--- src/rtl/m64282_seq_pkg.sv ---
`timescale 1ns/1ps
`default_nettype none
// ============================================================================
// Module   : m64282_pkg
// Purpose  : Shared types and constants for the M64282FP capture sequencer.
//            State encoding, serial register frame geometry and a helper that
//            picks one bit of an address/data register frame, MSB first.
// Revision : 1.0 - initial release
// ============================================================================
package m64282_pkg;

    typedef enum logic [2:0] {
        IDLE    = 3'd0,
        RST     = 3'd1,
        LOAD    = 3'd2,
        START   = 3'd3,
        EXPOSE  = 3'd4,
        READOUT = 3'd5,
        DONE    = 3'd6
    } state_t;

    localparam int SER_BITS  = 11;  // 3 address bits + 8 data bits
    localparam int ADDR_BITS = 3;
    localparam int RST_XCK   = 2;   // XCK cycles with sensor RESET held low

    // Bit number idx (0 = first bit on the wire) of the frame {addr, data}.
    function automatic logic ser_bit(input logic [ADDR_BITS-1:0] addr,
                                     input logic [7:0]           data,
                                     input logic [3:0]           idx);
        logic [SER_BITS-1:0] w_word;
        w_word = {addr, data} << idx;
        return w_word[SER_BITS-1];
    endfunction

endpackage
`default_nettype wire

--- src/rtl/m64282_seq_if.sv ---
`timescale 1ns/1ps
`default_nettype none
// ============================================================================
// Module   : m64282_seq_if
// Purpose  : Host-side bundle of the capture sequencer: register image and
//            capture request in, busy/pixel stream/error flags out.
//            master = host / frame buffer side, slave = sequencer.
// Revision : 1.0 - initial release
// ============================================================================
interface m64282_seq_if #(
    parameter int NUM_REGS = 8,
    parameter int ADC_W    = 8
);
    logic [8*NUM_REGS-1:0] cfg_regs;
    logic                  cap_req;
    logic                  busy;
    logic                  pix_valid;
    logic [ADC_W-1:0]      pix_data;
    logic                  pix_last;
    logic                  err_timeout;
    logic                  err_short;

    modport master (
        output cfg_regs, cap_req,
        input  busy, pix_valid, pix_data, pix_last, err_timeout, err_short
    );

    modport slave (
        input  cfg_regs, cap_req,
        output busy, pix_valid, pix_data, pix_last, err_timeout, err_short
    );
endinterface
`default_nettype wire

--- src/rtl/m64282_seq_xck_gen.sv ---
`timescale 1ns/1ps
`default_nettype none
// ============================================================================
// Module   : m64282_xck_gen
// Purpose  : Sensor clock divider. Counts 0..XCK_DIV-1 and toggles XCK on
//            wrap; rise/fall strobes are high in the sys-clock cycle whose
//            closing edge moves XCK to 1/0.
// Ports    : clk, rst (async, active high), i_en (run), i_clr (sync clear,
//            forces XCK low), o_xck, o_rise_ev, o_fall_ev
// Revision : 1.0 - initial release
// ============================================================================
module m64282_xck_gen #(
    parameter int XCK_DIV = 4
) (
    input  wire logic clk,
    input  wire logic rst,
    input  wire logic i_en,
    input  wire logic i_clr,
    output logic      o_xck,
    output logic      o_rise_ev,
    output logic      o_fall_ev
);
    localparam int c_CNT_W = (XCK_DIV > 1) ? $clog2(XCK_DIV) : 1;

    logic [c_CNT_W-1:0] r_cnt;
    logic               r_xck;
    logic               w_wrap;

    assign w_wrap = i_en && !i_clr && (r_cnt == c_CNT_W'(XCK_DIV - 1));

    always_ff @(posedge clk or posedge rst) begin
        if (rst) begin
            r_cnt <= '0;
            r_xck <= 1'b0;
        end else if (i_clr) begin
            r_cnt <= '0;
            r_xck <= 1'b0;
        end else if (w_wrap) begin
            r_cnt <= '0;
            r_xck <= ~r_xck;
        end else if (i_en) begin
            r_cnt <= r_cnt + 1'b1;
        end
    end

    assign o_xck     = r_xck;
    assign o_rise_ev = w_wrap && !r_xck;
    assign o_fall_ev = w_wrap &&  r_xck;
endmodule
`default_nettype wire

--- src/rtl/m64282_seq.sv ---
`timescale 1ns/1ps
`default_nettype none
// ============================================================================
// Module   : m64282_seq
// Purpose  : Capture sequencer for the M64282FP sensor. Resets the sensor,
//            shifts the register image out serially, starts the exposure,
//            waits for READ and streams ADC samples as pixels.
// Ports    : sys_clock, reset (async, active high)
//            host        - m64282_seq_if.slave (cfg/cap_req/busy/pixels/errors)
//            sens_xck/sens_reset/sens_sin/sens_load/sens_start - sensor drive
//            sens_read, adc_data - sensor READ window and ADC sample
// Revision : 1.0 - initial release
// ============================================================================
module m64282_seq
    import m64282_pkg::*;
#(
    parameter int XCK_DIV     = 4,
    parameter int NUM_REGS    = 8,
    parameter int PIX_COUNT   = 16384,
    parameter int ADC_W       = 8,
    parameter int EXP_TIMEOUT = 65535
) (
    input  wire logic             sys_clock,
    input  wire logic             reset,
    m64282_seq_if.slave           host,
    output logic                  sens_xck,
    output logic                  sens_reset,
    output logic                  sens_sin,
    output logic                  sens_load,
    output logic                  sens_start,
    input  wire logic             sens_read,
    input  wire logic [ADC_W-1:0] adc_data
);
    localparam int c_IDX_W = (NUM_REGS > 1) ? $clog2(NUM_REGS) : 1;
    localparam int c_PIX_W = $clog2(PIX_COUNT + 1);

    state_t                r_state;
    logic [8*NUM_REGS-1:0] r_cfg;
    logic                  r_busy;
    logic                  r_sreset, r_sin, r_load, r_start;
    logic                  r_pix_valid, r_pix_last;
    logic [ADC_W-1:0]      r_pix_data;
    logic                  r_err_to, r_err_sh;
    logic [3:0]            r_bit_cnt;
    logic [c_IDX_W-1:0]    r_reg_idx;
    logic [15:0]           r_exp_cnt;
    logic [c_PIX_W-1:0]    r_pix_cnt;

    logic                  w_rise, w_fall, w_xck;
    logic [3:0]            w_next_bit;
    logic [c_IDX_W-1:0]    w_next_idx;
    logic [7:0]            w_cur_data, w_next_data;
    logic                  w_timeout;

    m64282_xck_gen #(.XCK_DIV(XCK_DIV)) u_xck (
        .clk       (sys_clock),
        .rst       (reset),
        .i_en      (r_state != IDLE),
        .i_clr     (r_state == DONE),
        .o_xck     (w_xck),
        .o_rise_ev (w_rise),
        .o_fall_ev (w_fall)
    );

    assign w_next_bit  = r_bit_cnt + 4'd1;
    assign w_next_idx  = r_reg_idx + 1'b1;
    assign w_cur_data  = r_cfg[8*r_reg_idx +: 8];
    assign w_next_data = r_cfg[8*w_next_idx +: 8];
    // READ is only looked at on XCK rise; while it is high a timeout is held
    // off so that the pending read still wins on the next rise.
    assign w_timeout   = (r_exp_cnt >= 16'(EXP_TIMEOUT - 1)) && !sens_read;

    always_ff @(posedge sys_clock or posedge reset) begin
        if (reset) begin
            r_state     <= IDLE;
            r_cfg       <= '0;
            r_busy      <= 1'b0;
            r_sreset    <= 1'b0;
            r_sin       <= 1'b0;
            r_load      <= 1'b0;
            r_start     <= 1'b0;
            r_pix_valid <= 1'b0;
            r_pix_last  <= 1'b0;
            r_pix_data  <= '0;
            r_err_to    <= 1'b0;
            r_err_sh    <= 1'b0;
            r_bit_cnt   <= '0;
            r_reg_idx   <= '0;
            r_exp_cnt   <= '0;
            r_pix_cnt   <= '0;
        end else begin
            r_pix_valid <= 1'b0;
            r_pix_last  <= 1'b0;
            case (r_state)
                IDLE: if (host.cap_req) begin
                    r_state   <= RST;
                    r_cfg     <= host.cfg_regs;
                    r_busy    <= 1'b1;
                    r_err_to  <= 1'b0;
                    r_err_sh  <= 1'b0;
                    r_sreset  <= 1'b0;
                    r_bit_cnt <= '0;
                end
                RST: if (w_fall) begin
                    if (r_bit_cnt == 4'(RST_XCK - 1)) begin
                        // Leaving reset also presents the first serial bit.
                        r_sreset  <= 1'b1;
                        r_state   <= LOAD;
                        r_bit_cnt <= '0;
                        r_reg_idx <= '0;
                        r_sin     <= ser_bit('0, r_cfg[7:0], 4'd0);
                        r_load    <= 1'b0;
                    end else begin
                        r_bit_cnt <= w_next_bit;
                    end
                end
                LOAD: if (w_fall) begin
                    if (r_bit_cnt == 4'(SER_BITS - 1)) begin
                        r_load    <= 1'b0;
                        r_bit_cnt <= '0;
                        if (r_reg_idx == c_IDX_W'(NUM_REGS - 1)) begin
                            r_state <= START;
                            r_sin   <= 1'b0;
                            r_start <= 1'b1;
                        end else begin
                            r_reg_idx <= w_next_idx;
                            r_sin     <= ser_bit(ADDR_BITS'(w_next_idx), w_next_data, 4'd0);
                        end
                    end else begin
                        r_bit_cnt <= w_next_bit;
                        r_sin     <= ser_bit(ADDR_BITS'(r_reg_idx), w_cur_data, w_next_bit);
                        r_load    <= (w_next_bit == 4'(SER_BITS - 1));
                    end
                end
                START: if (w_fall) begin
                    r_start   <= 1'b0;
                    r_exp_cnt <= '0;
                    r_state   <= EXPOSE;
                end
                EXPOSE: begin
                    if (w_rise && sens_read) begin
                        r_state   <= READOUT;
                        r_pix_cnt <= '0;
                    end else if (w_fall) begin
                        if (w_timeout) begin
                            r_err_to <= 1'b1;
                            r_state  <= DONE;
                        end else if (r_exp_cnt != 16'hFFFF) begin
                            r_exp_cnt <= r_exp_cnt + 16'd1;
                        end
                    end
                end
                READOUT: if (w_fall) begin
                    if (sens_read) begin
                        r_pix_valid <= 1'b1;
                        r_pix_data  <= adc_data;
                        if (r_pix_cnt == c_PIX_W'(PIX_COUNT - 1)) begin
                            r_pix_last <= 1'b1;
                            r_state    <= DONE;
                        end else begin
                            r_pix_cnt <= r_pix_cnt + 1'b1;
                        end
                    end else begin
                        r_err_sh <= 1'b1;
                        r_state  <= DONE;
                    end
                end
                DONE: begin
                    r_busy  <= 1'b0;
                    r_state <= IDLE;
                end
                default: r_state <= IDLE;
            endcase
        end
    end

    assign sens_xck         = w_xck;
    assign sens_reset       = r_sreset;
    assign sens_sin         = r_sin;
    assign sens_load        = r_load;
    assign sens_start       = r_start;
    assign host.busy        = r_busy;
    assign host.pix_valid   = r_pix_valid;
    assign host.pix_data    = r_pix_data;
    assign host.pix_last    = r_pix_last;
    assign host.err_timeout = r_err_to;
    assign host.err_short   = r_err_sh;
endmodule
`default_nettype wire
--- src/flat_wrapper.sv ---
// flat-port wrapper written by rule: the top's interface ports become plain ports
module m64282_seq_flat import m64282_pkg::*;
#(
    parameter int XCK_DIV     = 4,
    parameter int NUM_REGS    = 8,
    parameter int PIX_COUNT   = 16384,
    parameter int ADC_W       = 8,
    parameter int EXP_TIMEOUT = 65535
)
  (sys_clock, reset, sens_xck, sens_reset, sens_sin, sens_load, sens_start, sens_read, adc_data, host_cfg_regs, host_cap_req, host_busy, host_pix_valid, host_pix_data, host_pix_last, host_err_timeout, host_err_short);
  m64282_seq_if #(.NUM_REGS(NUM_REGS), .ADC_W(ADC_W)) host_i ();
  input  wire logic sys_clock;
  input  wire logic reset;
  output logic sens_xck;
  output logic sens_reset;
  output logic sens_sin;
  output logic sens_load;
  output logic sens_start;
  input  wire logic sens_read;
  input  wire logic [ADC_W-1:0] adc_data;
  input wire logic [$bits(host_i.cfg_regs)-1:0] host_cfg_regs;
  input wire logic [$bits(host_i.cap_req)-1:0] host_cap_req;
  output wire logic [$bits(host_i.busy)-1:0] host_busy;
  output wire logic [$bits(host_i.pix_valid)-1:0] host_pix_valid;
  output wire logic [$bits(host_i.pix_data)-1:0] host_pix_data;
  output wire logic [$bits(host_i.pix_last)-1:0] host_pix_last;
  output wire logic [$bits(host_i.err_timeout)-1:0] host_err_timeout;
  output wire logic [$bits(host_i.err_short)-1:0] host_err_short;
  assign host_i.cfg_regs = host_cfg_regs;
  assign host_i.cap_req = host_cap_req;
  assign host_busy = host_i.busy;
  assign host_pix_valid = host_i.pix_valid;
  assign host_pix_data = host_i.pix_data;
  assign host_pix_last = host_i.pix_last;
  assign host_err_timeout = host_i.err_timeout;
  assign host_err_short = host_i.err_short;
  m64282_seq #(.XCK_DIV(XCK_DIV), .NUM_REGS(NUM_REGS), .PIX_COUNT(PIX_COUNT), .ADC_W(ADC_W), .EXP_TIMEOUT(EXP_TIMEOUT)) u_core (.sys_clock(sys_clock), .reset(reset), .host(host_i), .sens_xck(sens_xck), .sens_reset(sens_reset), .sens_sin(sens_sin), .sens_load(sens_load), .sens_start(sens_start), .sens_read(sens_read), .adc_data(adc_data));
endmodule
--- config.mk ---
export PLATFORM = sky130hd
export DESIGN_NAME = m64282_seq_flat
export DESIGN_NICKNAME = d
export VERILOG_FILES = /design/src/rtl/m64282_seq_pkg.sv /design/src/rtl/m64282_seq_if.sv /design/src/rtl/m64282_seq_xck_gen.sv /design/src/rtl/m64282_seq.sv /design/src/flat_wrapper.sv
export SDC_FILE = /design/constraint.sdc
export NUM_CORES = 1
export LEC_CHECK = 0
export CAP_MARGIN = 40
export CORE_ASPECT_RATIO = 1.2
export CORE_MARGIN = 2
export CORE_UTILIZATION = 38
export DETAILED_ROUTE_END_ITERATION = 12
export SLEW_MARGIN = 20
export SYNTH_ARGS = -nofsm -noshare
export SYNTH_HDL_FRONTEND = slang
export SYNTH_SLANG_ARGS = --single-unit
--- constraint.sdc ---
create_clock -name sys_clock -period 5.3 [get_ports sys_clock]
set_clock_uncertainty 0.1 [all_clocks]
set_input_delay 0.53 -clock sys_clock [delete_from_list [all_inputs] [get_ports sys_clock]]
set_output_delay 0.53 -clock sys_clock [all_outputs]
set_load 0.005 [all_outputs]
; Word level (Yosys, flattened, before mapping)
; Cells that the tools add are included.
[word_totals]
regBits = 125
out_inout_bits = 18
word_cells = 172
[classes]
add_sub_neg = 5
magnitude_cmp = 1
eq_ne = 34
shifts = 2
muxes = 76
bitwise_logic = 1
reduce_logical = 35
[ops]
columns = cell, count
row1 = 16-bit 2-to-1 mux, 5
row2 = 64-bit by 7-bit indexed part select with 8-bit output, 1
row3 = 15-bit 2-to-1 mux, 4
row4 = 3-bit 2-to-1 mux, 18
row5 = 16-bit case mux with 2 select lines, 1
row6 = 15-bit case mux with 2 select lines, 1
row7 = 1-bit 2-to-1 mux, 29
row8 = "2-bit != test, second input constant", 12
row9 = 4-bit 2-to-1 mux, 5
row10 = 3-bit case mux with 6 select lines, 1
row11 = 2-bit nonzero test, 9
row12 = "16-bit by 1-bit adder with 16-bit output, second input constant", 1
row13 = "16-bit >= comparator, second input constant", 1
row14 = "16-bit != test, second input constant", 1
row15 = 4-bit AND reduction, 4
row16 = "15-bit by 1-bit adder with 15-bit output, second input constant", 1
row17 = "15-bit by 14-bit equality test with 1-bit output, second input constant", 1
row18 = 5-bit AND reduction, 3
row19 = 1-bit case mux with 2 select lines, 7
row20 = "3-bit equality test, second input constant", 4
row21 = "2-bit by 1-bit != test with 1-bit output, second input constant", 6
row22 = 4-bit case mux with 3 select lines, 1
row23 = 6-bit AND reduction, 2
row24 = 11-bit AND reduction, 1
row25 = 20 further kinds, 35

; Longest topological paths before layout
[depth]
depth_word = 8
mapped_depth = 9
ltp_nobuf = 7

; Cells and area by module
; A second synthesis with hierarchy kept.
[hier_totals]
hier_cells = 555
area_unflattened_um2 = 6239.7
[modules_own_cells]
columns = module, n_inst, cells_each, area_per_inst_um2, seq_area_each_um2
row1 = m64282_seq, 1, 539, 6073.3, 3052.9
row2 = m64282_xck_gen, 1, 16, 166.4, 75.1

; Worst setup path before layout
; Ideal clock, no wire load.
[synth_timing]
path_type = register to register
startpoint = register u_core.r_bit_cnt[0]
endpoint = register u_core.r_sin (netlist: u_core.sens_sin)
setup_time_ps = 126
t_arrival_ps = 2269
slack_ps = 2804
path_stages_with_launch = 10
cell_sequence = dfrtp_1 > clkbuf_1 > inv_1 > ha_1 > clkbuf_1 > mux4_2 > mux2i_1 > o2111ai_1 > nand3_1 > a31oi_1
[synth_via]
elab_chain_len = 5
word_cells_on_any_way = 9
cone_classes = add/sub (1) / eq/ne (3) / shift (1) / mux (3) / reduce/logical (1)
[synth_lines]
columns = element, line
row1 = start: declaration, m64282_seq.sv:44  ; logic [3:0] r_bit_cnt;
row2 = start signal: assignment, m64282_seq.sv:114  ; r_bit_cnt <= w_next_bit;
row3 = start signal: assignment, m64282_seq.sv:130  ; r_bit_cnt <= w_next_bit;
row4 = 4-bit by 1-bit adder with 4-bit output, m64282_seq.sv:65  ; assign w_next_bit = r_bit_cnt + 4'd1;
row5 = 11-bit by 4-bit << shifter with 11-bit output, m64282_seq_pkg.sv:31  ; w_word = {addr, data} << idx;
row6 = 1-bit 2-to-1 mux, m64282_seq.sv:118  ; if (r_bit_cnt == 4'(SER_BITS - 1)) begin
row7 = 1-bit 2-to-1 mux, m64282_seq.sv:117  ; LOAD: if (w_fall) begin
row8 = 1-bit case mux with 2 select lines, m64282_seq.sv:94  ; case (r_state)
row9 = end signal: assignment, m64282_seq.sv:111  ; r_sin <= ser_bit('0, r_cfg[7:0], 4'd0);
row10 = end signal: assignment, m64282_seq.sv:127  ; r_sin <= ser_bit(ADDR_BITS'(w_next_idx), w_next_data, 4'd0);
row11 = end signal: assignment, m64282_seq.sv:131  ; r_sin <= ser_bit(ADDR_BITS'(r_reg_idx), w_cur_data, w_next_bit);
row12 = end: declaration, m64282_seq.sv:40  ; logic r_sreset, r_sin, r_load, r_start;
; Parallel ways exist; a longest one is shown, timed or not. The select of a mux whose other input is x is not followed.
; A chain may end at the register's enable or synchronous reset.

; Final worst setup path
[layout_timing]
startpoint = register u_core.r_state[1]
endpoint = register u_core.r_exp_cnt[9]
[layout_via]
elab_chain_len = 8
word_cells_on_any_way = 18
cone_classes = eq/ne (8) / mux (1) / reduce/logical (9)
[layout_lines]
columns = element, line
row1 = start: declaration, m64282_seq.sv:37  ; state_t r_state;
row2 = start signal: assignment, m64282_seq.sv:75  ; r_state <= IDLE;
row3 = start signal: assignment, m64282_seq.sv:96  ; r_state <= RST;
row4 = start signal: assignment, m64282_seq.sv:108  ; r_state <= LOAD;
row5 = 3-bit equality test, m64282_seq.sv:59  ; .i_clr (r_state == DONE),
row6 = 1-bit zero test, m64282_seq_xck_gen.sv:29  ; assign w_wrap = i_en && !i_clr && (r_cnt == c_CNT_W'(XCK_DIV - 1));
row7 = 1-bit logical AND (2 in a row), m64282_seq_xck_gen.sv:29
row8 = 1-bit logical AND, m64282_seq_xck_gen.sv:47  ; assign o_rise_ev = w_wrap && !r_xck;
row9 = 1-bit logical AND, m64282_seq.sv:141  ; if (w_rise && sens_read) begin
row10 = 2-bit != test (no source line), -
row11 = 6-bit AND reduction (no source line), -
row12 = end signal: assignment, m64282_seq.sv:149  ; r_exp_cnt <= r_exp_cnt + 16'd1;
row13 = end: declaration, m64282_seq.sv:46  ; logic [15:0] r_exp_cnt;
; Parallel ways exist; a longest one is shown, timed or not.

==> metrics <==
status complete, no violations; worst IR drop on VDD 0.216 mV; Setup CP Type flip-flop to flip-flop; critical path's slowest cell dfrtp_1; total routing usage reported by global routing 0.179; count of final max-slew check failures 0; Worst Setup SP u_core.r_state[1]$_DFFE_PP0P_; leading area contributor after synthesis dfrtp_1; setup violators final 0; DR top layer met4; Post-CTS Setup Bufs 0; Yosys top cell area share 0.487; fillers 1464; Cell variety after synth 59; first-pass GRT wire length 25.2 mm; number of synthesized flops with an enable pin 0; capture point of the worst reg-to-reg path u_core.r_exp_cnt[9]$_DFFE_PP0P_; PortBufs 93; ys async rst share 1.00; final wirelength 15.1 mm; area of the multi-input gates 3100 µm²; hold_buf cts 0; WL met2 7.77 mm; DIE AREA 18000 µm²; CP endpoint kind flip-flop; Setup WS pre-CTS 2310 ps; synth top area cells dfrtp_1 (49%), mux2_2 (14%), mux4_2 (5.6%), nand2_1 (2.2%), ha_1 (1.9%); FF+latch count, synth 125; number of global-route vias before repair 5006; simple-gate portion of the synthesized area 0.141; Final min period 2690 ps; Core Area 16700 µm²; Most used DFF post-synth dfrtp_1; CTS H-tree depth 4; max-cap violation count 0; RSZ-0062 raised after global routing false; M1 WL 6.35 mm; total gr overflow 0; syn_area_per_cell 11.6 µm²; CTS sink cnt 125; Post-Syn Nets 640; largest net degree at the start of global routing 65; compound-gate portion of the synthesized area 0.100; Die Y 146 µm; Max clock buf depth 2; post-route setup TNS 0 ps; CTS resizes 0; cell count after synthesis 554; crit-path cells nand3b_1 > a2bb2oi_2 > o211ai_1 > clkbuf_2 > or3_1 > a21oi_1; # nets final 728; Initial Util 0.384; Synth Area in Adders 0.0195; diode count 0; DR vias 4790; Num CTS Buffers 17; Met3 Wirelength 743 µm; class of the worst hold path input port to async pin; HPWL Detailed 10.7 mm; register-to-register setup slack 2610 ps; I/O pin total 94; RD Place Congestion 0.799; Clk pin slew, worst setup/hold paths 60 ps; period utilization 0.508; Worst Path Arrival 2930 ps; Leakage 3.46 nW; CP endpoint u_core.r_exp_cnt[9]$_DFFE_PP0P_; wire per inst 17.3 µm; starting DRC count in detailed routing 261; Slew @ Worst Pin 799 ps; CP peak stage delay 780 ps; layout cells sized above 1 0.229; initial antenna violation count 0; CP Data Required Time 5540 ps; routed vias/inst 5.50; leading cell types by count after synthesis dfrtp_1 (125), mux2_2 (78), nand2_1 (38); fin worst setup slack 2610 ps; Pre-antenna DRT Iters 4; top-count cell post-synth dfrtp_1; Storage cell area 3130 µm²; post-synthesis mux area share 0.202; Worst R2R Start u_core.r_state[1]$_DFFE_PP0P_; CTS root buffer clkbuf_16; Mapped Area 6420 µm²; Antenna Nets Post-Route 0; Clk Latency, worst-skew pair 420 ps; worst-path fanout max 23; Max Freq 371 MHz; yosys warns 0; post-synthesis sequential area ratio 0.487; largest family of logic cells by synthesized area multiplexers; row cnt 52; CP Launch Type flip-flop; power density of the placed cells 295 nW/µm²; Hold Violations, Final 0; TritonCTS clock tree built; xor/xnor share of the synthesized area 0.0177; normalized max-slew margin 0.467; Die X 123 µm; Reg2Reg Depth 6; area grow syn2layout 28.3%; DRC 0
==> layout by cell type, fill, tap and decap left out, drive strengths merged, types with 7 or more instances in the layout <==
| cell type | count |
|---|---|
| o21ai | 20 |
| nand4 | 11 |
| clkdlybuf4s50 | 93 |
| o2111ai | 7 |
| nand2 | 38 |
| o31ai | 9 |
| xor2 | 7 |
| a21oi | 20 |
| dfrtp | 125 |
| nand3 | 15 |
| inv | 17 |
| mux2 | 78 |
| mux4 | 16 |
| ha | 10 |
| or4 | 9 |
| clkbuf | 21 |
| o211ai | 11 |
| nor2 | 26 |
| buf | 9 |
| nand2b | 7 |
| nor3 | 12 |
| and3 | 8 |
==> report_power, final <==
part / internal, W / switching [W] / leakage, nW
Sequential: 0.000981 / 0.0000135 / 1.64
Combinational: 0.0000791 / 0.0000401 / 1.50
Clock: 0.000876 / 0.000442 / 0.319
==> area by class of cell <==
| cell class | instances | area share |
|---|---|---|
| clock buffer | 20 | 0.0566 |
| tap | 216 | 0.0328 |
| sequential | 125 | 0.380 |
| inverter | 15 | 0.00714 |
| clock inverter | 12 | 0.0252 |
| timing repair buffer | 103 | 0.122 |
| multi-input combinational | 380 | 0.376 |
==> metrics by stage <==
| step | utilization | cells | hold WS [ps] | power, W | cell area (µm²) |
|---|---|---|---|---|---|
| floorplan | - | 554 | 374 | 0.00105 | 6420 |
| global placement | 0.450 | 835 | 385 | 0.00113 | 7530 |
| detailed placement | 0.452 | 838 | 391 | 0.00113 | 7560 |
| CTS | 0.492 | 870 | 389 | 0.00246 | 8230 |
| global route | 0.493 | 871 | 417 | 0.00252 | 8240 |
| finish | 0.493 | 871 | 386 | 0.00243 | 8240 |
==> registers in the layout, summed over array words and instances (netlist names), 2 cells and up <==
register              cells
u_core.host.pix_data      8
u_core.r_bit_cnt          4
u_core.r_reg_idx          3
u_core.r_state            3
u_core.r_exp_cnt         16
u_core.r_cfg             64
u_core.r_pix_cnt         15
u_core.u_xck.r_cnt        2
==> critical path, delay by kind of cell, from the launching register on <==
family | cells | cell delay [ps]
DFF | 1 | 780
and+or+nand+nor | 2 | 660
AOI/OAI and AO/OA | 3 | 840
buffers and inverters | 1 | 230
==> how the worst min path moves through the flow <==
stage	from	endpoint	slack (ps)
2_1_floorplan	u_core.host.err_timeout$_DFFE_PP0P_	u_core.host.err_timeout$_DFFE_PP0P_	370
3_5_place_dp	u_core.r_cfg[28]$_DFFE_PP0P_	u_core.r_cfg[28]$_DFFE_PP0P_	390
4_1_cts	reset	u_core.r_cfg[11]$_DFFE_PP0P_	390
6_report	reset	u_core.r_cfg[6]$_DFFE_PP0P_	390
5_1_grt	reset	u_core.r_cfg[6]$_DFFE_PP0P_	420
3_3_place_gp	u_core.r_cfg[27]$_DFFE_PP0P_	u_core.r_cfg[27]$_DFFE_PP0P_	390
==> cell families (layout without fill, tap and decap cells) <==
logic type / count (synthesis) / in the layout
AOI/OAI and AO/OA: 92 / 92
xor gates and xnor gates: 13 / 13
adders and majority gates: 10 / 10
buffers and inverters: 49 / 150
DFF: 125 / 125
muxes: 100 / 100
and+or+nand+nor: 165 / 165
==> layer usage <==
layer,vias to the layer above,global-route usage
met5,-,0
met3,21,0.0527
li1,2239,-
met1,2418,0.223
met2,112,0.296
met4,0,0.0580
No activity file was read; power rests on OpenSTA's default activity.
==> RTL edit (config.mk and constraints unchanged) <==
Register the output `sens_xck`, without a reset; this adds one clock of latency there. The other outputs are not delayed to match.
--- a/src/rtl/m64282_seq.sv
+++ b/src/rtl/m64282_seq.sv
@@ -176,3 +176,5 @@
 
-    assign sens_xck         = w_xck;
+    always_ff @(posedge sys_clock) begin
+        sens_xck <= w_xck;
+    end
     assign sens_reset       = r_sreset;
Behaviour: not the same (Yosys sat finds a counterexample within 10 cycles, from zero or initial values and one cycle with reset high).
==> RTL edit against the original RTL <==
  * Fmax rose by 2.0%
  * Sequential cell count grew 1
  * Largest cell class unchanged
  * Area after synthesis barely moved
  * Via count fell by 0.13%
  * Final area fell by 1.3%
  * Wire length is 2.3% lower
  * Worst setup slack improved by 0.052 ns
Power is not compared: it rests on default switching activity, and its combinational part moved more than twofold at a synthesized area within 25%.
==> RTL edit: results (changes against the original RTL) <==
status: "finished clean"
grt_usage_pct: 17.4  # -0.48 points
cts_buffers: 17  # unchanged
synth_cell_types: 66  # +12%
post-place-ws_ns: 2.40  # +0.0851 ns
worstPathArrival_ns: 2.84  # -0.09 ns
cp_max_fo: 41  # +78%
highest_layer: "met4"
wl_met2_um: 7420  # -4.6%
worst_hold_path_type: "reg -> reg"
synth_nets: 664  # +3.8%
wl_per_cell_um: 16.4  # -5.2%
place.detailed.hpwl_um: 10500  # -1.5%
h-tree-depth: 4  # unchanged
yosysWarnings: 0  # unchanged
yosysSeqAreaShare_pct: 49.0  # +0.32 points
p_leak_nw: 3.33
wl_met1_um: 6330  # -0.33%
grt_pass1_wl_um: 24600  # -2.3%
die_x_um: 123  # about the same
cts_resized: 0  # unchanged
grt_pass1_vias: 4983  # -0.46%
synthTopCellsByCount: "dfrtp_1 (125), mux2_2 (69), nand2_1 (66), o21ai_0 (34), nor2_1 (27)"
port_buffers: 93  # unchanged
reg.largest.list: "u_core.r_cfg (64), u_core.r_exp_cnt (16), u_core.r_pix_cnt (15)"
first_pass_iters: 5  # +1
synth_ff_type: "dfrtp_1"
postCtsSetupRepairBufs: 0  # unchanged
drive_gt1_share_pct: 20.8  # -2.1 points
vias_per_cell: 5.33  # -3.1%
clkTransAtPathRegs_ns: 0.06  # about the same
ir_drop_uv: 229
dr_wl_met3_um: 693  # -6.7%
gr-usage-met2_pct: 28.1  # -1.5 points
grt_max_degree: 54  # -17%
clockBufferDepth: 2  # unchanged
antenna_found_initial: 0  # unchanged
grt_use_met1_pct: 22.6  # +0.28 points
final_nets: 755  # +3.7%
gp_congestion: 0.821  # +2.8%
synthTopCellsByArea: "dfrtp_1 (49%), mux2_2 (12%), mux4_2 (4.6%), nand2_1 (3.9%), o21ai_0 (2.7%)"
n_antenna_cell: 0  # unchanged
clock_latency_ns: 0.42  # about the same
grtUsageMet3_pct: 4.10  # -1.2 points
drt_iter0_drc: 337  # +29%
max-slew-margin-rel_pct: 51.2  # +4.5 points
place_area_sq_um: 7530  # -0.45%
synth-async-reset-ratio_pct: 99.2  # -0.79 points
cts_root_buffer: "clkbuf_16"
[RTL edit: worst max-delay path, cell delays in order, from the launching register on]
cell     delay, ns
dfrtp_1       0.67
nor2_1        0.15
nand2_1       0.12
or2_2         0.51
buf_4         0.55
mux2_2        0.39
[RTL edit: final cells by class]
type | instances | area [sq um]
fill | 1546 | 8590
sequential | 126 | 3150
multi-input combinational | 411 | 3050
timing repair buffer | 100 | 1010
clock buffer | 20 | 437
tap | 216 | 270
clock inverter | 12 | 169
inverter | 13 | 51.3
[RTL edit: where the power goes]
part | internal, mW | switching [mW]
combinational | 0.657 | 0.507
sequential | 1.28 | 0.234
clock | 0.782 | 0.424
[RTL edit: worst paths after layout]
path,slack (ns),cells after the start,end,startpoint
max in group asynchronous,3.51,4,u_core.host.pix_data[5],reset
min in group asynchronous,0.39,2,u_core.r_cfg[21],reset
worst max register to register,2.66,5,u_core.r_cfg[12],u_core.r_state[2]
worst min register to register,0.37,2,u_core.host.pix_data[3],u_core.host.pix_data[3]
worst min-delay path,0.37,2,u_core.host.pix_data[3],u_core.host.pix_data[3]
worst max-delay path,2.66,5,u_core.r_cfg[12],u_core.r_state[2]
[RTL edit: kinds of logic (layout without fill, tap and decap cells)]
kind of cell             count (synthesis)  in the layout  synth area share (%)
AO/OA/AOI/OAI                          102            102                  10.4
buffers and inverters                   41            145                  3.53
adder cells (fa/ha/maj)                 10             10                  1.95
flip-flops                             126            126                  49.0
XOR/XNOR                                10             10                  1.36
AND/OR/NAND/NOR                        198            198                  15.7
multiplexers                            91             91                  18.1
[RTL edit: metrics by stage]
step | std cells | power, mW | utilization [%]
finish | 898 | 3.88 | 48.6
global route | 898 | 4.11 | 48.6
CTS | 898 | 3.91 | 48.6
detailed placement | 866 | 2.70 | 45.0
global placement | 864 | 2.63 | 44.8
floorplan | 578 | 2.38 | -
